==> config.mk <==
export PLATFORM = sky130hd
export DESIGN_NAME = mod_fp16_to_fixed
export DESIGN_NICKNAME = d
export VERILOG_FILES = /design/src/rtl/mod_fp16_to_fixed.sv
export SDC_FILE = /design/constraint.sdc
export NUM_CORES = 1
export LEC_CHECK = 0
export ABC_AREA = 1
export CAP_MARGIN = 20
export CORE_UTILIZATION = 44
export DETAILED_ROUTE_END_ITERATION = 16
export SKIP_LAST_GASP = 1
export SLEW_MARGIN = 20
export SYNTH_ARGS = -nofsm -noshare
export SYNTH_HDL_FRONTEND = slang
export SYNTH_SLANG_ARGS = --single-unit
==> constraint.sdc <==
create_clock -name clk -period 6.5 [get_ports clk]
set_input_delay 1.95 -clock clk [delete_from_list [all_inputs] [get_ports clk]]
set_output_delay 1.95 -clock clk [all_outputs]
set_load 0.02 [all_outputs]
==> src/rtl/mod_fp16_to_fixed.sv <==
// Iterative converter from the 16-bit float word {sign, exp[4:0], mant[9:0]} to signed
// fixed point Q(OUT_W-FRAC_W).FRAC_W, rounding to nearest (ties away) and saturating.
module mod_fp16_to_fixed #(
   parameter int OUT_W  = 16,
   parameter int FRAC_W = 8,
   parameter int BIAS   = 15
) (
   input  logic             clk,
   input  logic             rst,
   input  logic [15:0]      in_A,
   input  logic             in_En,
   output logic [OUT_W-1:0] out_Out,
   output logic             out_Ready,
   output logic             out_Busy,
   output logic             out_Sat
);

   typedef enum logic [1:0] {IDLE, SETUP, SHIFT, ROUND} state_t;

   localparam int MAG_W = OUT_W + 1;
   localparam logic signed [6:0] SH_OFF = 7'(BIAS + 10 - FRAC_W);
   localparam logic signed [6:0] SH_MIN = -7'sd12;
   localparam logic signed [6:0] SH_MAX = 7'(OUT_W - 11);
   localparam logic [MAG_W-1:0] POS_LIM = {2'b00, {(OUT_W-1){1'b1}}};
   localparam logic [MAG_W-1:0] NEG_LIM = {2'b01, {(OUT_W-1){1'b0}}};
   localparam logic [MAG_W-1:0] SAT_MAG = {MAG_W{1'b1}};

   state_t state, nextState;

   logic [15:0]       aReg;
   logic [MAG_W-1:0]  mag;
   logic              guard;
   logic              sticky;
   logic [3:0]        count;
   logic              dirLeft;

   logic signed [6:0] sh;
   logic [3:0]        shAbs;
   logic              isZero;
   logic              isTiny;
   logic              isOver;
   logic              signBit;
   logic [MAG_W-1:0]  magRnd;
   logic              clampPos;
   logic              clampNeg;

   always_comb begin
      signBit  = aReg[15];
      sh       = $signed({2'b00, aReg[14:10]}) - SH_OFF;
      shAbs    = sh[6] ? 4'(-sh) : 4'(sh);
      isZero   = (aReg[14:0] == 15'd0);
      isTiny   = (sh <= SH_MIN);
      isOver   = (sh > SH_MAX);
      magRnd   = mag + {{(MAG_W-1){1'b0}}, guard};
      clampPos = !signBit && (magRnd > POS_LIM);
      clampNeg = signBit && (magRnd > NEG_LIM);
   end

   always_ff @(posedge clk or negedge rst) begin
      if (!rst) state <= IDLE;
      else      state <= nextState;
   end

   always_comb begin
      nextState = state;
      case (state)
         IDLE:  if (in_En) nextState = SETUP;
         SETUP: begin
            if (isZero || isTiny || isOver || (shAbs == 4'd0)) nextState = ROUND;
            else                                               nextState = SHIFT;
         end
         SHIFT: if (count == 4'd1) nextState = ROUND;
         ROUND: nextState = IDLE;
         default: nextState = IDLE;
      endcase
   end

   always_comb begin
      out_Busy = (state != IDLE);
   end

   // Zero and saturate cases skip shifting by loading a magnitude the limit check already resolves.
   always_ff @(posedge clk or negedge rst) begin
      if (!rst) begin
         aReg      <= '0;
         mag       <= '0;
         guard     <= 1'b0;
         sticky    <= 1'b0;
         count     <= '0;
         dirLeft   <= 1'b0;
         out_Out   <= '0;
         out_Sat   <= 1'b0;
         out_Ready <= 1'b0;
      end else begin
         out_Ready <= 1'b0;
         case (state)
            IDLE: begin
               if (in_En) aReg <= in_A;
            end
            SETUP: begin
               guard  <= 1'b0;
               sticky <= 1'b0;
               if (isZero || isTiny) begin
                  mag   <= '0;
                  count <= '0;
               end else if (isOver) begin
                  mag   <= SAT_MAG;
                  count <= '0;
               end else begin
                  mag     <= {{(OUT_W-10){1'b0}}, 1'b1, aReg[9:0]};
                  count   <= shAbs;
                  dirLeft <= !sh[6];
               end
            end
            SHIFT: begin
               count <= count - 4'd1;
               if (dirLeft) begin
                  mag <= {mag[MAG_W-2:0], 1'b0};
               end else begin
                  mag    <= {1'b0, mag[MAG_W-1:1]};
                  guard  <= mag[0];
                  sticky <= sticky | guard;
               end
            end
            ROUND: begin
               out_Ready <= 1'b1;
               if (clampPos) begin
                  out_Out <= POS_LIM[OUT_W-1:0];
                  out_Sat <= 1'b1;
               end else if (clampNeg) begin
                  out_Out <= NEG_LIM[OUT_W-1:0];
                  out_Sat <= 1'b1;
               end else begin
                  out_Out <= signBit ? -magRnd[OUT_W-1:0] : magRnd[OUT_W-1:0];
                  out_Sat <= 1'b0;
               end
            end
            default: ;
         endcase
      end
   end

endmodule
# [After elaboration in Yosys (flattened, before gate mapping)]
# Cells that the tools add are included.
[classes] n_lt_le_gt_ge=4 addsub=5 reduce_logical=16 eq_ne=7 bitwise_logic=2 muxes=20
[ops] op="$mux 17" n=3
[ops] op="$mux 16" n=3
[ops] op="$pmux 17 s2" n=1
[ops] op="$add 17x1->17" n=1
[ops] op="$gt 17x15->1 const B" n=1
[ops] op="$gt 17x16->1 const B" n=1
[ops] op="$neg 16->16" n=1
[ops] op="$logic_not 15->1" n=1
[ops] op="$mux 4" n=3
[ops] op="$pmux 2 s4" n=1
[ops] op="$pmux 4 s2" n=1
[ops] op="$gt 6x4->1 const B" n=1
[ops] op="$le 6x5->1 const B" n=1
[ops] op="$ne 2x2->1 const B" n=3
[ops] op="$reduce_and 2->1" n=3
[ops] op="$sub 5x5->6 const B" n=1
[ops] op="$mux 1" n=5
[ops] op="$eq 2x2->1 const B" n=2
[ops] op="$eq 4x1->1 const B" n=1
[ops] op="$logic_not 4->1" n=1
[ops] op="$mux 2" n=2
[ops] op="$neg 4->4" n=1
[ops] op="$reduce_bool 2->1" n=2
[ops] op="$sub 4x1->4 const B" n=1
[ops] op="8 further kinds" n=13
[totals] elab_cells=63 ff_bits=59 input_bits=19 out_inout_bits=19

# [Longest topological paths before layout]
# Gate-level depths: netlist of run 1.
[logic_depth] word_depth=7 ltp_mapped=16 mapped_depth_nobuf=16

# [Worst setup path after synthesis of run 1]
# No wires, ideal clock.
[synth_timing] path_type="input port to flip-flop" from="input port in_En" to="register aReg[0]" arrival_ps=2735 stages=3 setup_ps=125 path_buffers=1 setup_slack_ps=3641 required_ps=6375 path_cell_list="nand2_1 clkbuf_1 mux2_2"
[synth_via] elab_chain_cells=1
[synth_rtl] item="from (decl)" line="11" rtl="input logic in_En,"
[synth_rtl] item="$reduce_and 2->1 (no line)"
[synth_rtl] item="to (signal assigned)" line="98" rtl="if (in_En) aReg <= in_A;"
[synth_rtl] item="to (decl)" line="30" rtl="logic [15:0] aReg;"
# No other way between the ends.
# A chain may end at the register's enable or synchronous reset.

# [Worst setup path after layout of run 1]
[layout_timing] from="register state[0]" to="output port out_Busy"
[layout_via] elab_chain_cells=1
[layout_rtl] item="from (decl)" line="28" rtl="state_t state, nextState;"
[layout_rtl] item="from (signal assigned)" line="61" rtl="else state <= nextState;"
[layout_rtl] item="$reduce_bool 2->1" line="79" rtl="out_Busy = (state != IDLE);"
[layout_rtl] item="to (decl)" line="14" rtl="output logic out_Busy,"
# No other way between the ends.

==> results of run 1 <==
[cells in the final DEF (no fill, tap or decap), drive strengths merged, types with 3 or more instances in the layout]
cell type | synthesis | routed
nand2 | 123 | 123
nor2 | 94 | 94
dfrtp | 59 | 59
inv | 53 | 53
clkdlybuf4s50 | 0 | 36
nand3 | 36 | 36
a21oi | 27 | 27
o21ai | 21 | 21
a22oi | 17 | 17
a31oi | 16 | 16
ha | 16 | 16
clkbuf | 14 | 12
mux2 | 11 | 11
xor2 | 9 | 9
nand4 | 9 | 9
nand3b | 5 | 5
xnor2 | 5 | 5
o21bai | 4 | 4
nor3 | 3 | 3
clkinv | 2 | 3
[logic make-up after synthesis]
| kind of cell | count (synthesis) |
|---|---|
| simple gates | 273 |
| compound gates | 90 |
| buf+inv | 76 |
| flops | 59 |
| fa+ha+maj | 16 |
| xor+xnor | 14 |
| mux | 11 |
[sequential cells by signal, indices dropped and copies added, names as in the netlist]
| register | count |
|---|---|
| out_Ready | 1 |
| out_Sat | 1 |
| state | 2 |
| dirLeft | 1 |
| aReg | 16 |
| count | 4 |
| mag | 17 |
| out_Out | 16 |
| guard | 1 |
[routing by layer]
metal,vias up,track usage,part of all wire
met3,11,0.0362,0.021
met5,-,0,0
li1,1834,-,-
met2,47,0.374,0.52
met1,1668,0.243,0.45
met4,0,0.0597,0.0090
[worst paths after layout]
check                            start          end  slack, ps  cells after the start
max                           state[0]     out_Busy       2780                      4
min                        out_Out[15]  out_Out[15]        500                      2
max reg2reg                     mag[0]   out_Out[0]       3770                     12
min reg2reg                out_Out[15]  out_Out[15]        500                      2
max in group asynchronous          rst     aReg[14]       4220                      2
min in group asynchronous          rst   out_Out[1]       1730                      2
[critical path, stage by stage (launching register included)]
cell	delay [ps]
sky130_fd_sc_hd__dfrtp_1	430
sky130_fd_sc_hd__inv_1	110
sky130_fd_sc_hd__ha_1	220
sky130_fd_sc_hd__inv_1	70
sky130_fd_sc_hd__clkdlybuf4s50_1	600
[through the flow]
stage	instances	utilization
floorplan	539	-
global placement	664	0.507
detailed placement	664	0.507
CTS	680	0.529
global route	680	0.529
finish	680	0.529
[power groups by stage]
stage	Clock [mW]	Sequential, mW	Combinational (mW)
after global placement	0	0.786	1.62
after detailed placement	0	0.794	1.65
after CTS	0.350	0.787	1.65
after global routing	0.364	0.822	1.87
final	0.340	0.787	1.64
after floorplan	0	0.771	1.29
[area by class of cell]
| class | instances | area (um^2) |
|---|---|---|
| fill | 853 | 4190 |
| multi-input combinational | 404 | 2320 |
| sequential | 59 | 1480 |
| timing repair buffer | 38 | 373 |
| inverter | 55 | 206 |
| clock buffer | 12 | 145 |
| tap | 108 | 135 |
| clock inverter | 4 | 50.0 |
==> metrics.sh, run 1 <==
RUN_STATUS='finished, final reports clean'
FIRST_GLOBAL_VIAS=3475
CLOCK_NETWORK_POWER_SHARE=0.123
LAYOUT-AREA-OVERHEAD-VS-SYNTH_PCT=14.5
POSTSYNTH.TOPFLOPCELL='sky130_fd_sc_hd__dfrtp_1'
DESIGN.DIE.AREA_UM2=9730
CTS_POST_SETUP_BUFFERS_INSERTED=0
GRT_REMAINING_OVERFLOW=0
SHARE_OF_FINAL_LAYOUT_STANDARD_CELLS_STRONGER_THAN_DRIVE_STRENGTH_1=0.143
CLK_PIN_SLEW_WORST_PATHS_PS=70
SETUP_TNS_PS=0
PORTBUFFERS=37
YOSYSWARNINGS=0
POWER.SWITCHING_mW=1.36
POST-SYNTH-TOP-AREA-CELL='sky130_fd_sc_hd__dfrtp_1'
FIN_AREA_UM2=4710
SYNTH_TOP_FAMILY_BY_AREA='simple AND/OR/NAND/NOR gates'
STARTPOINT_TYPE='register'
CTS_BUFFERS=9
TOTAL_LEAKAGE_POWER_nW=2.13
DR.FIRST_ITER.DRC_COUNT=199
ANTENNA_CELLS_INSERTED=0
WL_UM=8850
GRT_MAX_DEGREE=60
MAX_CAP_VIOL_COUNT=0
DRT_FIRST_PASS_ITERS=4
FIN_CRIT_PS=3720
AREA_FRACTION_IN_COMPOUND_GATES_AFTER_SYNTHESIS=0.145
POSTLAYOUTSETUPSLACKWORST_PS=2780
WORST_HOLD_SLACK_PS=496
DIE_WIDTH_UM=98.7
POST_SYNTH_TOP_AREA_SHARE=0.359
SHARE_OF_TOTAL_POWER_IN_COMBINATIONAL_LOGIC=0.592
CTS-HTREE-LEVELS=3
POST_DETAILED_ROUTE_VIA_TO_CELL_RATIO=5.24
HOLD_VIOLATIONS=0
CORE-AREA_UM2=8890
CLK-INSERTION-DELAY-LATE_PS=340
POST-ROUTE-PERIOD-UTIL=0.572
FINALWEIGHTEDCONGESTION=0.822
SYNTHESIZED_INSTANCE_COUNT=539
SYNTH_COMMONEST_CELLS='sky130_fd_sc_hd__nand2_1 (97), sky130_fd_sc_hd__nor2_1 (81), sky130_fd_sc_hd__dfrtp_1 (59)'
CTS-ROOT-TO-SINK-BUFFERS=2
POWER.SHARE.SEQUENTIAL=0.285
MAPPEDNETLISTAREA_UM2=4110
CELLINTERNALPOWER_mW=1.40
GRT_UTIL_ALL_LAYERS=0.204
WORSTPATHARRIVAL_PS=1770
TIMING.FINAL.MAX_SLEW_VIOLATIONS=0
SYN-MEAN-INSTANCE-AREA_UM2=7.63
DPL-INSTANCE-AREA_UM2=4510
WORST_HOLD_PATH_TYPE='reg2reg'
TIMING.FINAL.SETUP_VIOLATIONS=0
TRITONCTS='yes'
ROUTED_WIRE_PER_STD_CELL_UM=13.0
FIN_TOTAL_PWR_mW=2.76
POST-DP-HPWL_UM=6710
ASYNC_RESET_FF_FRAC=1.00
FIRST_PASS_GRT_WIRE_LENGTH_UM=16000
DRCVIOLATIONCOUNT=0
CTS_ROOT_BUFFER='sky130_fd_sc_hd__clkbuf_8'
POST_SYNTH_XOR_AREA_FRACTION=0.0317
SWITCHING_SHARE=0.493
POST_CTS.RESIZED_INSTANCES=0
CTS.HOLD.BUFFERS_ADDED=0
NUMCLOCKSINKS=59
TIMING.SETUP.CRITICAL_PATH_CLASS='reg2out'
SYNTH_FA_HA_AREA_FRAC=0.0487
STD_CELL_ROWS=34
GRT_SETUP_UNREPAIRED='no'
AREAL_POWER_DENSITY_OVER_THE_CELLS_nW_PER_UM2=587
FMAX_MHz=269
CHIP_HEIGHT_UM=98.7
GRT_ANTENNA_BEFORE_REPAIR=0
CRITICAL_PATH_REQUIRED_PS=4550
NETLIST-CELL-TYPE-COUNT=39
NUM_IO_PINS=38
DP_WORST_SETUP_SLACK_PS=2970
RELSLEWSLACK=0.341
POWER.IR.VDD_WORST_mV=0.289
SYNTH_MOST_COMMON_CELL='sky130_fd_sc_hd__nand2_1'
FIN_SKEW_PS=13.3
SYNTHTOPCELLSBYAREA='sky130_fd_sc_hd__dfrtp_1 (36%), sky130_fd_sc_hd__nand2_1 (8.9%), sky130_fd_sc_hd__nor2_1 (7.4%)'
CRIT_FANOUT=6
FINAL_NETS=602
POST_SYNTH_AND_OR_NAND_NOR_AREA_FRACTION=0.308
WORST_PIN_SLEW_PS=989
CRITICAL_PATH.ENDPOINT_TYPE='output pin'
ANTENNA_VIOLATING_NETS_POST_ROUTE=0
POSTSYNTHNETCOUNT=574
YOSYSSEQAREASHARE=0.359
SYNTH.FF_LATCH_COUNT=59
MULTIPLEXER_SHARE_OF_THE_SYNTHESIZED_AREA=0.0301
FLOORPLAN.INITIALDENSITY=0.462
SYNTH-EDFF-COUNT=0
ROUTED-VIA-COUNT=3560
(Power assumes the default switching activity.)
==> run 2, diff against run 1 <==
- PLACE_DENSITY: not set -> 0.66
- clock period: 6.5 -> 3.3 ns (I/O delays scaled with it)
==> run 2 against run 1 <==
Combinational power increased by 100%. Non-clock buffer count increased by 6. Clock skew decreased by 2.5 ps. Core utilization increased by 1.4 points.
==> metrics.sh, run 2 (synthesized netlist as in run 1, its figures left out) <==
RUN_STATUS='finished, final reports clean'
RELSLEWSLACK=0.605  # +0.264
SETUP_TNS_PS=0  # unchanged
CTS_BUFFERS=9  # unchanged
TOP_LIBRARY_CELLS_BY_USAGE_IN_THE_LAYOUT_FILL_AND_TAPS_ASIDE='sky130_fd_sc_hd__nand2_1 (97), sky130_fd_sc_hd__nor2_1 (81), sky130_fd_sc_hd__dfrtp_1 (59), sky130_fd_sc_hd__inv_1 (53), sky130_fd_sc_hd__clkdlybuf4s50_1 (36)'
CTS-HTREE-LEVELS=3  # unchanged
TOTAL_LEAKAGE_POWER_nW=2.20  # +3.3%
CTS_ROOT_BUFFER='sky130_fd_sc_hd__clkbuf_8'
LARGEST-REGISTER='mag'
SHARE_OF_FINAL_LAYOUT_STANDARD_CELLS_STRONGER_THAN_DRIVE_STRENGTH_1=0.154  # +0.0106
WL_MET1_UM=4180  # +4.0%
POWER.IR.VDD_WORST_mV=0.891  # +210%
CELLINTERNALPOWER_mW=3.02  # +120%
STD_CELL_ROWS=34  # unchanged
GRT_UTIL_ALL_LAYERS=0.210  # +0.00593
GRT_MAX_DEGREE=35  # -42%
DESIGN.DIE.AREA_UM2=9730  # unchanged
POST_DETAILED_ROUTE_VIA_TO_CELL_RATIO=5.25  # +0.32%
WORSTPATHARRIVAL_PS=1770  # about the same
LAYOUT-AREA-OVERHEAD-VS-SYNTH_PCT=17.4
PORTBUFFERS=37  # unchanged
FIN_SKEW_PS=10.9  # -2.49 ps
POST-DP-HPWL_UM=6880  # +2.6%
FIRST_PASS_GRT_WIRE_LENGTH_UM=16300  # +2.4%
CRITICAL_PATH_REQUIRED_PS=2310  # -2240 ps
GRT_SETUP_UNREPAIRED='no'
NUMCLOCKSINKS=59  # unchanged
GRT_ANTENNA_BEFORE_REPAIR=0  # unchanged
CRIT_FANOUT=6  # unchanged
ROUTED-VIA-COUNT=3603  # +1.2%
FLOORPLAN.INITIALDENSITY=0.462  # unchanged
FINAL_NETS=608  # +1.0%
CHIP_HEIGHT_UM=98.7  # unchanged
HOLD_VIOLATIONS=0  # unchanged
DIE_WIDTH_UM=98.7  # unchanged
CORE-AREA_UM2=8890  # unchanged
SWITCHING_SHARE=0.476  # -0.0168
LARGEST_REGISTER_FFS=17  # unchanged
ROUTED_WIRE_PER_STD_CELL_UM=13.2  # +1.6%
TIMING.FINAL.SETUP_VIOLATIONS=0  # unchanged
TIMING.FINAL.MAX_SLEW_VIOLATIONS=0  # unchanged
MAX_CAP_VIOL_COUNT=0  # unchanged
NUM_IO_PINS=38  # unchanged
PATH_CELLS='inv_1 -> ha_1 -> inv_1 -> clkdlybuf4s50_1'
TRITONCTS='yes'
CRITPATHSLOWESTCELL='sky130_fd_sc_hd__clkdlybuf4s50_1'
DRCVIOLATIONCOUNT=0  # unchanged
WORST_PATH_MOST_REPEATED_CELL='sky130_fd_sc_hd__inv_1'
ROUTED_MET2_LENGTH_UM=4380  # -4.2%
CRIT_PATH_BUFFERS_INVERTERS=3  # unchanged
DETAILROUTE.WIRELENGTH.MET3_UM=319  # +73%
FILLER_CELL_COUNT=855  # +0.23%
DR.FIRST_ITER.DRC_COUNT=160  # -20%
CLOCK_NETWORK_POWER_SHARE=0.159  # +0.036
CRITICAL_PATH.ENDPOINT_TYPE='output pin'
LARGESTREGISTERS='mag (17), aReg (16), out_Out (16)'
GRT_REMAINING_OVERFLOW=0  # unchanged
SHARE_OF_TOTAL_POWER_IN_COMBINATIONAL_LOGIC=0.572  # -0.020
LAYOUT_COMMONEST_CELL='sky130_fd_sc_hd__nand2_1'
AREAL_POWER_DENSITY_OVER_THE_CELLS_nW_PER_UM2=1190  # +100%
POST-ROUTE-PERIOD-UTIL=0.837
FINALWEIGHTEDCONGESTION=0.914  # +11%
CPPEAKSTAGEDELAY_PS=600  # about the same
CTS.HOLD.BUFFERS_ADDED=0  # unchanged
FMAX_MHz=362
CLK_PIN_SLEW_WORST_PATHS_PS=70  # about the same
WL_UM=9070  # +2.5%
POWER.SWITCHING_mW=2.74  # +100%
DRT_FIRST_PASS_ITERS=5  # +1
POWER.SHARE.SEQUENTIAL=0.269  # -0.016
TOP_LAYER_USED='met4'
ANTENNA_CELLS_INSERTED=0  # unchanged
CLK-INSERTION-DELAY-LATE_PS=350  # about the same
TIMING.SETUP.CRITICAL_PATH_CLASS='reg2out'
FIN_CRIT_PS=2760
FIRST_GLOBAL_VIAS=3525  # +1.4%
WORST_PIN_SLEW_PS=591  # -398 ps
WORST_HOLD_PATH_TYPE='reg2reg'
WORST_HOLD_SLACK_PS=485  # -10.9 ps
CRIT_FAMILY='buffers and inverters'
ANTENNA_VIOLATING_NETS_POST_ROUTE=0  # unchanged
STARTPOINT_TYPE='register'
POST_CTS.RESIZED_INSTANCES=0  # unchanged
CTS_POST_SETUP_BUFFERS_INSERTED=0  # unchanged
CTS-ROOT-TO-SINK-BUFFERS=2  # unchanged
-- run 2: stage by stage --
stage,setup slack [ps],instance area [um^2],power [mW],util,cells
floorplan,1030,4110,4.06,-,539
global placement,763,4550,4.79,0.512,670
detailed placement,673,4550,4.86,0.512,670
CTS,519,4830,5.79,0.543,686
global route,421,4830,6.33,0.543,686
finish,538,4830,5.76,0.543,686
-- run 2: final timing paths --
check                       startpoint          end  slack (ps)  cells after the start
setup / recovery              state[0]     out_Busy         540                      4
hold / removal             out_Out[15]  out_Out[15]         490                      2
setup reg to reg                mag[0]  out_Out[15]         650                     13
hold reg to reg            out_Out[15]  out_Out[15]         490                      2
max in group asynchronous          rst      mag[12]        2000                      2
min in group asynchronous          rst       mag[4]         590                      1
-- run 2: worst register-to-register path: cells and delay by family, from the launching register on --
family | cells | cell delay [ps]
AO/OA/AOI/OAI | 1 | 390
adder cells (fa/ha/maj) | 3 | 730
buffers and inverters | 1 | 100
flip-flops | 1 | 440
AND/OR/NAND/NOR | 8 | 880
-- run 2: area by class of cell --
cell class                      count  area [um^2]  share of cell area
Sequential cell                    59         1480               0.306
Inverter                           55          206              0.0428
Tap cell                          108          135              0.0280
Clock inverter                      6          136              0.0283
Multi-Input combinational cell    404         2320               0.480
Clock buffer                       10          138              0.0285
Timing Repair Buffer               44          418              0.0866
-- run 2: power by group through the flow --
stage / combinational, mW / sequential, mW / clock [mW]
5_1_grt: 3.75 / 1.62 / 0.961
2_1_floorplan: 2.54 / 1.52 / 0
3_3_place_gp: 3.24 / 1.55 / 0
3_5_place_dp: 3.30 / 1.56 / 0
6_report: 3.29 / 1.55 / 0.916
4_1_cts: 3.31 / 1.55 / 0.934
-- run 2: layer usage --
| metal | track usage | up-vias |
|---|---|---|
| met5 | 0 | - |
| met4 | 0.103 | 0 |
| met1 | 0.265 | 1670 |
| met2 | 0.352 | 74 |
| li1 | - | 1842 |
| met3 | 0.0312 | 17 |
==> run 3, diff against run 2 <==
- PLACE_DENSITY: 0.66 -> not set
- clock period: 3.3 -> 2.75 ns (I/O delays scaled with it)
==> run 3 against run 2 <==
Die area unchanged. Flip-flop and latch count unchanged. Clock skew about the same. Via count about the same. Wire length down 0.14%. Critical path depth unchanged. Cell area down 0.34%. Final cell count up 0.73%. Critical path type unchanged. Critical endpoint unchanged. Largest power group unchanged. Highest routed layer unchanged.
==> metrics.sh, run 3 (synthesized netlist as in run 1, its figures left out) <==
TIMING.FINAL.SETUP_VIOLATIONS=0  # unchanged
CORE-AREA_UM2=8890  # unchanged
CLK-INSERTION-DELAY-LATE_PS=350  # about the same
POST-DP-HPWL_UM=7050  # +2.4%
STARTPOINT_TYPE='register'
ANTENNA_CELLS_INSERTED=0  # unchanged
CTS-HTREE-LEVELS=3  # unchanged
POWER.SHARE.SEQUENTIAL=0.273  # +0.004
FIN_TOTAL_PWR_mW=6.67  # +16%
PATH_CELLS='inv_1 -> ha_1 -> inv_1 -> clkdlybuf4s50_1'
SWITCHING_SHARE=0.499  # +0.0228
PORTBUFFERS=37  # unchanged
WORST_PIN_SLEW_PS=635  # +44.2 ps
ANTENNA_VIOLATING_NETS_POST_ROUTE=0  # unchanged
DR.FIRST_ITER.DRC_COUNT=131  # -18%
NUM_IO_PINS=38  # unchanged
CELLINTERNALPOWER_mW=3.34  # +11%
FIN_UTIL=0.541  # -0.00183
CHIP_HEIGHT_UM=98.7  # unchanged
CRIT_FAMILY='buffers and inverters'
WORSTPATHARRIVAL_PS=1790  # +20 ps
CTS-ROOT-TO-SINK-BUFFERS=2  # unchanged
SHARE_OF_TOTAL_POWER_IN_COMBINATIONAL_LOGIC=0.619  # +0.047
AREAL_POWER_DENSITY_OVER_THE_CELLS_nW_PER_UM2=1390  # +16%
GRT_ANTENNA_BEFORE_REPAIR=0  # unchanged
CLOCK_NETWORK_POWER_SHARE=0.108  # -0.051
LARGESTREGISTERS='mag (17), aReg (16), out_Out (16)'
TOP_LIBRARY_CELLS_BY_USAGE_IN_THE_LAYOUT_FILL_AND_TAPS_ASIDE='sky130_fd_sc_hd__nand2_1 (97), sky130_fd_sc_hd__nor2_1 (81), sky130_fd_sc_hd__dfrtp_1 (59), sky130_fd_sc_hd__inv_1 (53), sky130_fd_sc_hd__clkdlybuf4s50_1 (36)'
NUMCLOCKSINKS=59  # unchanged
DESIGN.DIE.AREA_UM2=9730  # unchanged
TIMING.SETUP.CRITICAL_PATH_CLASS='reg2out'
FMAX_MHz=382
LARGEST-REGISTER='mag'
FIN_AREA_UM2=4810  # -0.34%
POSTLAYOUTSETUPSLACKWORST_PS=134  # -404 ps
LAYOUT_COMMONEST_CELL='sky130_fd_sc_hd__nand2_1'
FIRST_GLOBAL_VIAS=3526  # +0.028%
TIMING.FINAL.MAX_SLEW_VIOLATIONS=0  # unchanged
FIN_SKEW_PS=10.6  # -0.275 ps
POST_DETAILED_ROUTE_VIA_TO_CELL_RATIO=5.21  # -0.75%
CPPEAKSTAGEDELAY_PS=600  # about the same
ROUTED-VIA-COUNT=3602  # -0.028%
GRT_REMAINING_OVERFLOW=0  # unchanged
FINAL_NETS=613  # +0.82%
DRT_FIRST_PASS_ITERS=6  # +1
LAYOUT-AREA-OVERHEAD-VS-SYNTH_PCT=17.0
CTS_BUFFERS=9  # unchanged
SHARE_OF_FINAL_LAYOUT_STANDARD_CELLS_STRONGER_THAN_DRIVE_STRENGTH_1=0.161  # +0.00726
STD_CELL_ROWS=34  # unchanged
DP_WORST_SETUP_SLACK_PS=210  # -463 ps
POWER.SWITCHING_mW=3.33  # +21%
WORST_HOLD_SLACK_PS=460  # -25.5 ps
FLOORPLAN.INITIALDENSITY=0.462  # unchanged
WL_UM=9050  # -0.14%
POST-ROUTE-PERIOD-UTIL=0.951
TOTAL_LEAKAGE_POWER_nW=2.18  # -0.59%
GRT_MAX_DEGREE=37  # +5.7%
MAX_CAP_VIOL_COUNT=0  # unchanged
CRITICAL_PATH.ENDPOINT_TYPE='output pin'
ROUTED_WIRE_PER_STD_CELL_UM=13.1  # -0.87%
RUN_STATUS='finished, final reports clean'
DRCVIOLATIONCOUNT=0  # unchanged
WORST_PATH_MOST_REPEATED_CELL='sky130_fd_sc_hd__inv_1'
CRIT_PATH_BUFFERS_INVERTERS=3  # unchanged
CRITICAL_PATH_REQUIRED_PS=1930  # -380 ps
GRT_UTIL_ALL_LAYERS=0.208  # -0.00137
DIE_WIDTH_UM=98.7  # unchanged
CRIT_FANOUT=6  # unchanged
FINALWEIGHTEDCONGESTION=0.851  # -6.9%
RELSLEWSLACK=0.576  # -0.0296
HOLD_VIOLATIONS=0  # unchanged
FILLER_CELL_COUNT=847  # -0.94%
CRITPATHSLOWESTCELL='sky130_fd_sc_hd__clkdlybuf4s50_1'
TRITONCTS='yes'
LARGEST_REGISTER_FFS=17  # unchanged
POWER.IR.VDD_WORST_mV=0.600  # -33%
CLK_PIN_SLEW_WORST_PATHS_PS=80  # about the same
CTS.HOLD.BUFFERS_ADDED=0  # unchanged
DPL-INSTANCE-AREA_UM2=4610  # +1.2%
FIN_CRIT_PS=2620
FIRST_PASS_GRT_WIRE_LENGTH_UM=16200  # -0.80%
WORST_HOLD_PATH_TYPE='in2async'
CTS_ROOT_BUFFER='sky130_fd_sc_hd__clkbuf_8'
[run 3: cell count changes in the layout (fill, tap and decap cells not counted), moves of 2 or more]
| cell | previous run | this run |
|---|---|---|
| sky130_fd_sc_hd__buf_12 | 0 | 3 |
| sky130_fd_sc_hd__bufinv_16 | 4 | 0 |
| sky130_fd_sc_hd__buf_4 | 7 | 9 |
| sky130_fd_sc_hd__clkinvlp_4 | 1 | 3 |
[run 3: power groups by stage]
stage / Combinational (mW) / Clock [mW] / Sequential (mW)
floorplan: 3.05 / 0 / 1.82
global placement: 4.03 / 0 / 1.83
detailed placement: 4.10 / 0 / 1.84
CTS: 4.11 / 0.737 / 1.83
global route: 4.70 / 0.779 / 1.91
finish: 4.13 / 0.720 / 1.82
[run 3: area by class of cell]
type / instances / area [um^2] / area share
sequential: 59 / 1480 / 0.307
multi-input combinational: 404 / 2320 / 0.483
tap: 108 / 135 / 0.0281
inverter: 55 / 206 / 0.0429
timing repair buffer: 49 / 493 / 0.102
clock inverter: 7 / 53.8 / 0.0112
clock buffer: 9 / 124 / 0.0257
[run 3: worst paths after layout]
path,start,end,slack (ps),cells past startpoint
max,state[0],out_Busy,130,4
min,rst,out_Out[2],460,1
max reg2reg,mag[0],out_Out[6],250,13
min reg2reg,out_Out[15],out_Out[15],490,2
max in group asynchronous,rst,aReg[10],1680,2
min in group clk,out_Out[15],out_Out[15],490,2
[run 3: routing by layer]
metal / vias to the layer above / GRT usage / part of all wire
met1: 1676 / 0.246 / 0.45
met2: 56 / 0.382 / 0.51
met3: 14 / 0.0418 / 0.028
met5: - / 0 / 0
li1: 1856 / - / -
met4: 0 / 0.0608 / 0.014
[run 3: repair_timing]
action / CTS / global route
hold endpoints to repair: 0 / 0
gates resized for setup: 0 / 1
endpoints found under the setup margin: 0 / 8
setup buffers: 0 / 1
[run 3: through the flow]
step | setup TNS, ps | instances
final | 0 | 691
after global routing | -6.08 | 691
after CTS | 0 | 690
after detailed placement | 0 | 674
after global placement | 0 | 674
after floorplan | 0 | 539
[run 3: worst reg2reg max path: stages, from the launching register on]
cell and delay [ps]:
sky130_fd_sc_hd__dfrtp_1 430, sky130_fd_sc_hd__ha_1 220, sky130_fd_sc_hd__ha_1 310, sky130_fd_sc_hd__inv_1 100, sky130_fd_sc_hd__ha_1 200, sky130_fd_sc_hd__nand2_1 60, sky130_fd_sc_hd__nor2_1 160, sky130_fd_sc_hd__nand3_2 120
sky130_fd_sc_hd__nor2_4 130, sky130_fd_sc_hd__nand4_2 130, sky130_fd_sc_hd__o21bai_4 240, sky130_fd_sc_hd__buf_12 160, sky130_fd_sc_hd__nand2_2 50, sky130_fd_sc_hd__a21oi_2 130
